===== src/rtl/uart_echo_buffered.sv =====
// UART loopback with a byte FIFO between receiver and transmitter.
// Optional tx-path filters: lower-to-upper case mapping and CR -> CR LF expansion.
// Contains uart_rx, uart_tx and the top-level uart_echo_buffered.

// 8N1 receiver: two-flop synchroniser, mid-bit sampling, one-cycle valid pulse per good frame.
module uart_rx #(
    parameter int SYSTEM_CLOCK = 32000000,
    parameter int BAUD_RATE    = 9600
) (
    input  logic       clk,
    input  logic       rst,
    input  logic       rx,
    output logic [7:0] data_rx,
    output logic       valid
);
    localparam int CPB = SYSTEM_CLOCK / BAUD_RATE;
    localparam int CW  = $clog2(CPB);

    typedef enum logic [1:0] {RX_IDLE, RX_START, RX_DATA, RX_STOP} rx_state_t;

    rx_state_t      state;
    logic [1:0]     sync;
    logic [CW-1:0]  cnt;
    logic [2:0]     bit_idx;
    logic [7:0]     sh;

    // Frame decoder: hunt for start edge, confirm at mid-start, sample each bit at its centre.
    // NOTE: sequential state uses <= so every flop samples values from before the edge.
    always_ff @(posedge clk) begin
        if (rst) begin
            sync    <= 2'b11;
            state   <= RX_IDLE;
            cnt     <= '0;
            bit_idx <= '0;
            sh      <= '0;
            data_rx <= '0;
            valid   <= 1'b0;
        end else begin
            sync  <= {sync[0], rx};
            valid <= 1'b0;
            case (state)
                RX_IDLE: begin
                    cnt <= '0;
                    if (!sync[1]) state <= RX_START;
                end
                RX_START: begin
                    if (cnt == CW'(CPB / 2 - 1)) begin
                        cnt     <= '0;
                        bit_idx <= '0;
                        state   <= sync[1] ? RX_IDLE : RX_DATA;
                    end else begin
                        cnt <= cnt + 1'b1;
                    end
                end
                RX_DATA: begin
                    if (cnt == CW'(CPB - 1)) begin
                        cnt     <= '0;
                        sh      <= {sync[1], sh[7:1]};
                        bit_idx <= bit_idx + 1'b1;
                        if (bit_idx == 3'd7) state <= RX_STOP;
                    end else begin
                        cnt <= cnt + 1'b1;
                    end
                end
                RX_STOP: begin
                    if (cnt == CW'(CPB - 1)) begin
                        cnt   <= '0;
                        state <= RX_IDLE;
                        if (sync[1]) begin
                            valid   <= 1'b1;
                            data_rx <= sh;
                        end
                    end else begin
                        cnt <= cnt + 1'b1;
                    end
                end
            endcase
        end
    end
endmodule

// 8N1 transmitter: accepts a byte on en while rdy, drives start, 8 data bits LSB first, stop.
module uart_tx #(
    parameter int SYSTEM_CLOCK = 32000000,
    parameter int BAUD_RATE    = 9600
) (
    input  logic       clk,
    input  logic       rst,
    input  logic       en,
    input  logic [7:0] data_in,
    output logic       rdy,
    output logic       tx
);
    localparam int CPB = SYSTEM_CLOCK / BAUD_RATE;
    localparam int CW  = $clog2(CPB);

    logic          busy;
    logic [8:0]    sh;
    logic [3:0]    bit_idx;
    logic [CW-1:0] cnt;

    assign rdy = !busy;

    // Bit sequencer: start bit is driven on acceptance, then one shift per bit period.
    always_ff @(posedge clk) begin
        if (rst) begin
            busy    <= 1'b0;
            tx      <= 1'b1;
            sh      <= '1;
            bit_idx <= '0;
            cnt     <= '0;
        end else if (!busy) begin
            cnt     <= '0;
            bit_idx <= '0;
            if (en) begin
                busy <= 1'b1;
                tx   <= 1'b0;
                sh   <= {1'b1, data_in};
            end
        end else if (cnt == CW'(CPB - 1)) begin
            cnt <= '0;
            if (bit_idx == 4'd9) begin
                busy <= 1'b0;
            end else begin
                tx      <= sh[0];
                sh      <= {1'b1, sh[8:1]};
                bit_idx <= bit_idx + 1'b1;
            end
        end else begin
            cnt <= cnt + 1'b1;
        end
    end
endmodule

// Top level: rx -> edge capture -> FIFO -> filter FSM -> tx.
module uart_echo_buffered #(
    parameter int SYSTEM_CLOCK = 32000000,
    parameter int BAUD_RATE    = 9600,
    parameter int FIFO_DEPTH   = 16,
    parameter int UPCASE       = 0,
    parameter int CRLF         = 0
) (
    input  logic                          clk,
    input  logic                          rst,
    input  logic                          rx,
    output logic                          tx,
    output logic [$clog2(FIFO_DEPTH):0]   fifo_level,
    output logic                          overflow
);
    localparam int AW = $clog2(FIFO_DEPTH);
    localparam int LW = AW + 1;

    typedef enum logic [1:0] {IDLE, LOAD, BUSY, DONE} state_t;

    logic          valid;
    logic [7:0]    data_rx;
    logic          en;
    logic          rdy;
    logic [7:0]    cur;
    logic [7:0]    cur_nx;
    logic          crlf_pend;
    logic          crlf_nx;
    state_t        state;
    state_t        state_nx;

    logic          valid_q;
    logic          push;
    logic [7:0]    push_data;
    logic          pop;
    logic          full;
    logic          empty;
    logic          wr_ok;
    logic [AW-1:0] wr_ptr;
    logic [AW-1:0] rd_ptr;
    logic [7:0]    mem [FIFO_DEPTH];

    uart_rx #(.SYSTEM_CLOCK(SYSTEM_CLOCK), .BAUD_RATE(BAUD_RATE)) u_rx (
        .clk     (clk),
        .rst     (rst),
        .rx      (rx),
        .data_rx (data_rx),
        .valid   (valid)
    );

    uart_tx #(.SYSTEM_CLOCK(SYSTEM_CLOCK), .BAUD_RATE(BAUD_RATE)) u_tx (
        .clk     (clk),
        .rst     (rst),
        .en      (en),
        .data_in (cur),
        .rdy     (rdy),
        .tx      (tx)
    );

    function automatic logic [7:0] map_byte(input logic [7:0] b);
        if (UPCASE != 0 && b >= 8'h61 && b <= 8'h7A) map_byte = b - 8'h20;
        else                                          map_byte = b;
    endfunction

    assign full  = (fifo_level == LW'(FIFO_DEPTH));
    assign empty = (fifo_level == '0);
    assign wr_ok = push && (!full || pop);

    // Capture: one push per rising edge of valid, byte sampled alongside the edge.
    always_ff @(posedge clk) begin
        if (rst) begin
            valid_q   <= 1'b0;
            push      <= 1'b0;
            push_data <= '0;
        end else begin
            valid_q <= valid;
            push    <= valid && !valid_q;
            if (valid && !valid_q) push_data <= data_rx;
        end
    end

    // FIFO storage write.
    // NOTE: the byte array has no reset; pointers and level alone define which entries are live.
    always_ff @(posedge clk) begin
        if (wr_ok) mem[wr_ptr] <= push_data;
    end

    // FIFO bookkeeping: pointers wrap naturally, level tracks push/pop, overflow is sticky.
    always_ff @(posedge clk) begin
        if (rst) begin
            wr_ptr     <= '0;
            rd_ptr     <= '0;
            fifo_level <= '0;
            overflow   <= 1'b0;
        end else begin
            if (wr_ok) wr_ptr <= wr_ptr + 1'b1;
            if (pop)   rd_ptr <= rd_ptr + 1'b1;
            if (push && !wr_ok) overflow <= 1'b1;
            case ({wr_ok, pop})
                2'b10:   fifo_level <= fifo_level + 1'b1;
                2'b01:   fifo_level <= fifo_level - 1'b1;
                default: fifo_level <= fifo_level;
            endcase
        end
    end

    // TX FSM state register with the current byte and pending-LF flag.
    always_ff @(posedge clk) begin
        if (rst) begin
            state     <= IDLE;
            cur       <= '0;
            crlf_pend <= 1'b0;
        end else begin
            state     <= state_nx;
            cur       <= cur_nx;
            crlf_pend <= crlf_nx;
        end
    end

    // TX FSM next state: pop and map in IDLE, one-cycle en in LOAD, LF insertion in DONE.
    // NOTE: every output gets a default first so no path leaves a latch behind.
    always_comb begin
        state_nx = state;
        cur_nx   = cur;
        crlf_nx  = crlf_pend;
        en       = 1'b0;
        pop      = 1'b0;
        case (state)
            IDLE: begin
                if (!empty && rdy) begin
                    pop      = 1'b1;
                    cur_nx   = map_byte(mem[rd_ptr]);
                    state_nx = LOAD;
                end
            end
            LOAD: begin
                en       = 1'b1;
                state_nx = BUSY;
            end
            BUSY: begin
                if (!rdy) state_nx = DONE;
            end
            DONE: begin
                if (rdy) begin
                    if (CRLF != 0 && cur == 8'h0D && !crlf_pend) begin
                        crlf_nx  = 1'b1;
                        cur_nx   = 8'h0A;
                        state_nx = LOAD;
                    end else begin
                        crlf_nx  = 1'b0;
                        state_nx = IDLE;
                    end
                end
            end
        endcase
    end
endmodule


===== config.mk =====
export PLATFORM = sky130hd
export DESIGN_NAME = uart_echo_buffered
export DESIGN_NICKNAME = d
export VERILOG_FILES = /design/src/rtl/uart_echo_buffered.sv
export SDC_FILE = /design/constraint.sdc
export NUM_CORES = 1
export LEC_CHECK = 0
export ABC_CLOCK_PERIOD_IN_PS = 3800
export CORE_MARGIN = 2
export CORE_UTILIZATION = 55
export DETAILED_ROUTE_END_ITERATION = 8
export DONT_BUFFER_PORTS = 1
export MAX_ROUTING_LAYER = met4
export PLACE_DENSITY = 0.72
export SKIP_CTS_REPAIR_TIMING = 1
export SKIP_LAST_GASP = 1
export SLEW_MARGIN = 30
export SYNTH_ARGS = -nofsm -noshare
export SYNTH_HDL_FRONTEND = slang
export SYNTH_SLANG_ARGS = --single-unit

===== constraint.sdc =====
create_clock -name clk -period 3.8 [get_ports clk]
set_clock_uncertainty 0.1 [all_clocks]
set_input_delay 0.76 -clock clk [delete_from_list [all_inputs] [get_ports clk]]
set_output_delay 0.76 -clock clk [all_outputs]
set_load 0.02 [all_outputs]

# ---- Word-level counts from Yosys, hierarchy flattened
# Memory sizes are Yosys's and may differ from the RTL's. A register that Yosys moved wholly into a read port is not among the register bits.
# Cells that the tools add are included.
dict set report totals {
  elab_cells 121
  latchBits 0
  mem_bits_ro 0
  ff_bits 89
  memories 1
  mem_bits_rw 128
}
# name depth word_bits read_ports rd_clocked_by_memory_dff write_ports line_no
set memory_table {}
lappend memory_table {mem 16 8 1 1 1 175} ;# logic [7:0] mem [FIFO_DEPTH];
dict set report classes {
  addsub 8
  bitwise_logic 4
  n_eq_ne 24
  div 0
  n_lt_le_gt_ge 0
  mul 0
  n_shift 0
  n_reduce_logical 28
  muxes 36
}
# op count
set ops {}
lappend ops {{9-bit two-way mux} 4}
lappend ops {{12-bit one-hot mux with 3 select lines} 1}
lappend ops {{12-bit by 1-bit adder with 12-bit output (second input constant)} 2}
lappend ops {{12-bit equality test (second input constant)} 2}
lappend ops {{12-bit two-way mux} 2}
lappend ops {{2-bit two-way mux} 9}
lappend ops {{2-bit one-hot mux with 4 select lines} 2}
lappend ops {{1-bit two-way mux} 14}
lappend ops {{4-bit by 1-bit adder with 4-bit output (second input constant)} 3}
lappend ops {{12-bit by 11-bit equality test with 1-bit output (second input constant)} 1}
lappend ops {{3-bit AND reduction} 4}
lappend ops {{2-bit equality test (second input constant)} 5}
lappend ops {{2-bit by 1-bit inequality test with 1-bit output (second input constant)} 5}
lappend ops {{2-bit inequality test (second input constant)} 5}
lappend ops {{5-bit one-hot mux with 2 select lines} 1}
lappend ops {{2-bit by 1-bit equality test with 1-bit output (second input constant)} 3}
lappend ops {{3-bit two-way mux} 2}
lappend ops {{3-bit one-hot mux with 2 select lines} 1}
lappend ops {{2-bit AND reduction} 3}
lappend ops {{2-bit nonzero test} 3}
lappend ops {{3-bit OR reduction} 2}
lappend ops {{5-bit by 1-bit adder with 5-bit output (second input constant)} 1}
lappend ops {{5-bit equality test (second input constant)} 1}
lappend ops {{1-bit logical NOT} 5}
lappend ops {{11 further kinds} 19}

# ---- Logic depth before layout (Yosys ltp)
dict set report depth {
  word_depth 9
  ltp_mapped 12
  ltp_nobuf 11
}

# ---- Hierarchy
# From an unflattened synthesis, not the netlist that was laid out.
dict set report hier_totals {
  hier_cells 715
  area_unflattened_um2 9313.9
}
# mod n_inst seq_area_each_um2 area_each_um2 cells_per_inst
set modules_own_cells {}
lappend modules_own_cells {uart_echo_buffered 1 4524.3 6481.2 413}
lappend modules_own_cells {uart_rx 1 720.7 1551.5 161}
lappend modules_own_cells {uart_tx 1 520.5 1281.2 141}

# ---- Worst setup path before layout
# OpenSTA, ideal clock, no wires.
dict set report synth_timing {
  path_kind {register -> register}
  start {register fifo_level[0]}
  end {register fifo_level[4]}
  path_slack_ns 0.806
  period_less_slack_ns 2.994
  arrival_time_ns 2.773
  setup_time_ns 0.121
  path_stages_with_launch 10
  cell_sequence {dfxtp_1 or4_1 o21bai_2 buf_2 nor2_1 fa_1 a21o_1 a21o_1 a31oi_1 mux2_2}
}
dict set report synth_between {
  elab_chain_len 9
  word_cells_on_any_way 15
  classes_between {add/sub: 2; eq/ne: 3; mux: 3; reduce/logical: 7}
}
# element line_no
set synth_lines {}
lappend synth_lines {{start, declared} 147} ;# output logic [$clog2(FIFO_DEPTH):0] fifo_level,
lappend synth_lines {{start signal, assigned} 234} ;# 2'b10: fifo_level <= fifo_level + 1'b1;
lappend synth_lines {{start signal, assigned} 235} ;# 2'b01: fifo_level <= fifo_level - 1'b1;
lappend synth_lines {{start signal, assigned} 236} ;# default: fifo_level <= fifo_level;
lappend synth_lines {{5-bit logical NOT} 200} ;# assign empty = (fifo_level == '0);
lappend synth_lines {{1-bit logical NOT} 264} ;# if (!empty && rdy) begin
lappend synth_lines {{1-bit logical AND} 264}
lappend synth_lines {{1-bit two-way mux} 264}
lappend synth_lines {{1-bit two-way mux} 262} ;# case (state)
lappend synth_lines {{1-bit logical OR} 201} ;# assign wr_ok = push && (!full || pop);
lappend synth_lines {{1-bit logical AND} 201}
lappend synth_lines {{2-bit by 1-bit equality test with 1-bit output / 2-bit equality test (equally long branches)} 233} ;# case ({wr_ok, pop})
lappend synth_lines {{5-bit one-hot mux with 2 select lines / 2-bit nonzero test (equally long branches)} n/a}
# Parallel ways exist; a longest one is shown, timed or not.
# A chain may end at the register's enable or synchronous reset.

# ---- Worst setup path after layout
# Same ends and word-level chain as after synthesis.

==> impl_summary.md <==
Critical path
The cell occurring most often along the worst timing path is sky130_fd_sc_hd__a21o_1. STA classifies the critical path endpoint as a register. The setup check on the worst reg-to-reg path leaves a slack of 0.95 ns. The worst endpoint data arrival time is 3.13 ns. The worst setup path is of the reg -> reg kind. The number of cells on the worst reg-to-reg path is 8. The required time of the worst setup path is 4.08 ns.

The endpoint identified for the worst register-to-register timing path is fifo_level[4]. The critical register-to-register path startpoint is fifo_level[0]. Of all nets on the critical path, the largest fanout is 6. The largest single stage delay on the critical path is 0.61 ns. STA classifies the critical path startpoint as a register.

The slowest stage of the critical path is the sky130_fd_sc_hd__or4_1 cell. Walking the worst path, the cells encountered are or4_1 -> o21bai_2 -> nor2_1 -> fa_1 -> a21o_1 -> a21o_1 -> a31oi_1 -> mux2_2.

STA
Static timing analysis puts the maximum clock frequency at 0.351 GHz. Hold timing on the final database bottoms out at a slack of 0.237 ns. The total count of max-transition violations in the final report is 0.

Setup repair after global routing left no endpoint under its margin. The total setup violations reported at the end of the flow is 0. The worst-case headroom to the max-slew limit is 37.5%. The worst path needs 2.85 ns of the cycle, external delays included. The post-route clock period utilization is 74.9%. In the final timing run, aggregate negative setup slack is 0 ns. For the pin with the worst max-slew slack, the measured transition is 0.937 ns. The final-report hold violation count is 0.

Worst hold path
Along the worst hold path, the cell count comes to 1. The path with the worst hold slack has its endpoint at state[1]. The start point of the worst min-delay path is rst. The worst hold path class is in -> reg.

Synth
In this run the cell area of the synthesized design comes to 9150 um^2. The total of warnings raised by yosys is 0. The synthesized net count is 724. In this run, synthesis inferred 128 flip-flops with an integrated enable.

The register area share after synthesis is 63.0%. The share of synthesized registers carrying an async set or reset is 0%. The post-synthesis cell count is 693.

The average instance in the mapped netlist occupies 13.2 um^2. Among all flip-flop cells after synthesis, the most frequent one is sky130_fd_sc_hd__edfxtp_1. The count of distinct cell types in the synthesized netlist is 56. Counting flops and latches in the post-synthesis netlist gives 224.

Clocking
The later pin in the worst-skew pair is clocked with a latency of 0.49 ns. In this run the number of H-tree levels came out at 1. The clock edge transition at the registers on the reported setup and hold paths is 0.06 ns.

Clock tree synthesis found a total of 224 sinks. The clock tree buffer depth is 3. The clock root buffer master is sky130_fd_sc_hd__clkbuf_16. TritonCTS built the clock tree.

In this run, CTS created clock tree buffers numbering 22.

Placed design
The total cell area at the placement stage is 9340 um^2. Once detailed placement completed, the half-perimeter wirelength came to 10,900 um. The count of port buffers added during placement is 0. Routability-driven placement finished with a final weighted congestion of 0.835.

Floorplan
The die boundary width is 133 um. The starting density of the core is 55.8%. The floorplan step set the die height to 133 um. The total die area is 17,700 um^2. The area of the core is 16,400 um^2. After floorplanning, the core was divided into 47 placement rows.

The number of top-level pins is 10.

Cells and area
The area of all placed cells without fillers is 10,000 um^2. Relative to the synthesized area, the layout overhead comes to 9.77%. The final layout contains 725 nets.

The share of post-route cells with drive strength above 1 is 12.3%. The number of antenna diodes in the final layout is 0. The layout has 1,203 filler cells. Cells fill 61.2% of the core in the end.

Power
Across the VDD grid, the largest voltage drop is 410 uV. In this run the power density over the cells is 589 nW/um^2. In this run the static leakage power is 3.36 nW.

The overall power consumption is 5.92 mW.

Detailed routing
For this block, the via count after detailed routing is 5,234. The first TritonRoute pass finished after 4 iterations. The routed via count divided by cell count is 5.63. The count of nets left with antenna violations once routing finished came out at 0. In the routed design, unresolved DRC markers number 0. Dividing the detail-routed wire length by the instance count gives 18.1 um. In this run, the number of DRC markers left after iteration 0 of detailed routing was 372. For this block, the routed nets add up to 16,800 um of wire.

Job
The tool flagged a number of max-cap violations equal to 0.

GRT
The number of antenna violations at the first check in global routing came to 0. For this run, the total global-route usage over all layers was measured as 20.2%. The number of global-route vias before repair is 5,350.

After global routing the overflow that remains totals 0. The global-route wire length before repair is 27,500 um. The maximum number of pins on one net before global-route repair is 80.

Run status
The run finished with clean final reports.
flip-flops by register name (all words and copies together), names as in the netlist, 5 cells and up, named ones only:
name / cells
cur: 8
u_rx.cnt: 12
fifo_level: 5
mem: 128
u_tx.cnt: 12
u_tx.sh: 8
u_rx.sh: 8
u_rx.data_rx: 8
push_data: 8
worst max-delay path by stage:
| stage | slack (ns) | cells past startpoint | from | end |
|---|---|---|---|---|
| after floorplan | 0.81 | 9 | fifo_level[0] | fifo_level[4] |
| after global placement | 1.01 | 8 | fifo_level[0] | fifo_level[4] |
| after detailed placement | 0.97 | 8 | fifo_level[0] | fifo_level[4] |
| after CTS | 0.95 | 8 | fifo_level[0] | fifo_level[4] |
| after global routing | 0.81 | 8 | fifo_level[0] | fifo_level[4] |
| final | 0.95 | 8 | fifo_level[0] | fifo_level[4] |
through the flow:
step / setup slack, ns / instances
floorplan: 0.806 / 693
global placement: 1.01 / 890
detailed placement: 0.971 / 890
CTS: 0.952 / 930
global route: 0.809 / 930
finish: 0.952 / 930
layout make-up:
cell class,instances,area (um^2),share of cell area [%]
tap,220,275,2.74
clock inverter,11,106,1.06
clock buffer,29,598,5.95
multi-input combinational,417,3160,31.5
timing repair buffer,7,52.6,0.523
sequential,224,5770,57.4
inverter,22,82.6,0.822
cells in the final DEF, fill, tap and decap left out, drive strengths merged, types with 13 or more instances in the layout:
cell    count
inv        22
clkbuf     29
nor2       97
ha         27
edfxtp    128
dfxtp      96
a22oi      17
mux2i      13
xor2       15
nand2      51
xnor2      16
mux4       32
a21oi      45
kinds of logic (layout without fill, tap and decap cells):
kind of cell	after synthesis	after routing	share of synthesized area [%]
AND/OR/NAND/NOR	218	218	11.0
buffers and inverters	52	69	2.43
AO/OA/AOI/OAI	92	92	7.01
flip-flops	224	224	63.0
XOR/XNOR	31	31	2.97
adder cells (fa/ha/maj)	28	28	3.91
multiplexers	48	48	9.66
Yosys cell counts (2+ instances only):
cell type                     n  area, um^2
sky130_fd_sc_hd__nand2_1     51         191
sky130_fd_sc_hd__nor4_1       2        12.5
sky130_fd_sc_hd__nor3_1       9        45.0
sky130_fd_sc_hd__xor2_1      15         131
sky130_fd_sc_hd__or3_1        2        12.5
sky130_fd_sc_hd__a41oi_1      2        17.5
sky130_fd_sc_hd__clkbuf_1    14        52.6
sky130_fd_sc_hd__nand3_1     10        50.1
sky130_fd_sc_hd__a211oi_1     3        22.5
sky130_fd_sc_hd__a2111oi_0    6        52.6
sky130_fd_sc_hd__buf_2       10        50.1
sky130_fd_sc_hd__edfxtp_1   128        3840
sky130_fd_sc_hd__a32oi_1      2        17.5
sky130_fd_sc_hd__and4_1       2        17.5
sky130_fd_sc_hd__dfxtp_1     96        1920
sky130_fd_sc_hd__nand2b_1     5        31.3
sky130_fd_sc_hd__xnor2_1     16         140
sky130_fd_sc_hd__and3_1       2        12.5
sky130_fd_sc_hd__mux2_2       3        33.8
sky130_fd_sc_hd__nand4_1      8        50.1
sky130_fd_sc_hd__or2_2        3        18.8
sky130_fd_sc_hd__nand3b_1     3        22.5
sky130_fd_sc_hd__buf_4        2        15.0
sky130_fd_sc_hd__a21o_1       3        22.5
sky130_fd_sc_hd__inv_1       22        82.6
sky130_fd_sc_hd__nor2b_1      7        43.8
sky130_fd_sc_hd__mux2i_1     13         130
sky130_fd_sc_hd__buf_1        3        11.3
sky130_fd_sc_hd__and2_1      10        62.6
sky130_fd_sc_hd__nor2_1      97         364
sky130_fd_sc_hd__a21oi_1     44         220
sky130_fd_sc_hd__a31oi_1      2        12.5
sky130_fd_sc_hd__a311oi_1     2        17.5
sky130_fd_sc_hd__a22oi_1     17         128
sky130_fd_sc_hd__mux4_2      32         721
sky130_fd_sc_hd__ha_1        27         338
per-layer routing:
metal | routed length [um] | global-route usage, %
met4 | 424 | 6.57
met1 | 7210 | 25.7
met3 | 749 | 2.64
met2 | 8450 | 33.9
met5 | 0 | -
critical path, delay by kind of cell (launching register included):
family                   cells  cell delay [ns]
AND/OR/NAND/NOR              2             0.73
multiplexers                 1             0.35
adder cells (fa/ha/maj)      1             0.41
flip-flops                   1             0.43
AO/OA/AOI/OAI                4             0.72
power by group:
group          switching, mW  internal, mW  total, mW
clock network          0.849          1.25       2.09
registers              0.190          2.66       2.85
logic                  0.520         0.455      0.975
(Power assumes the default switching activity.)
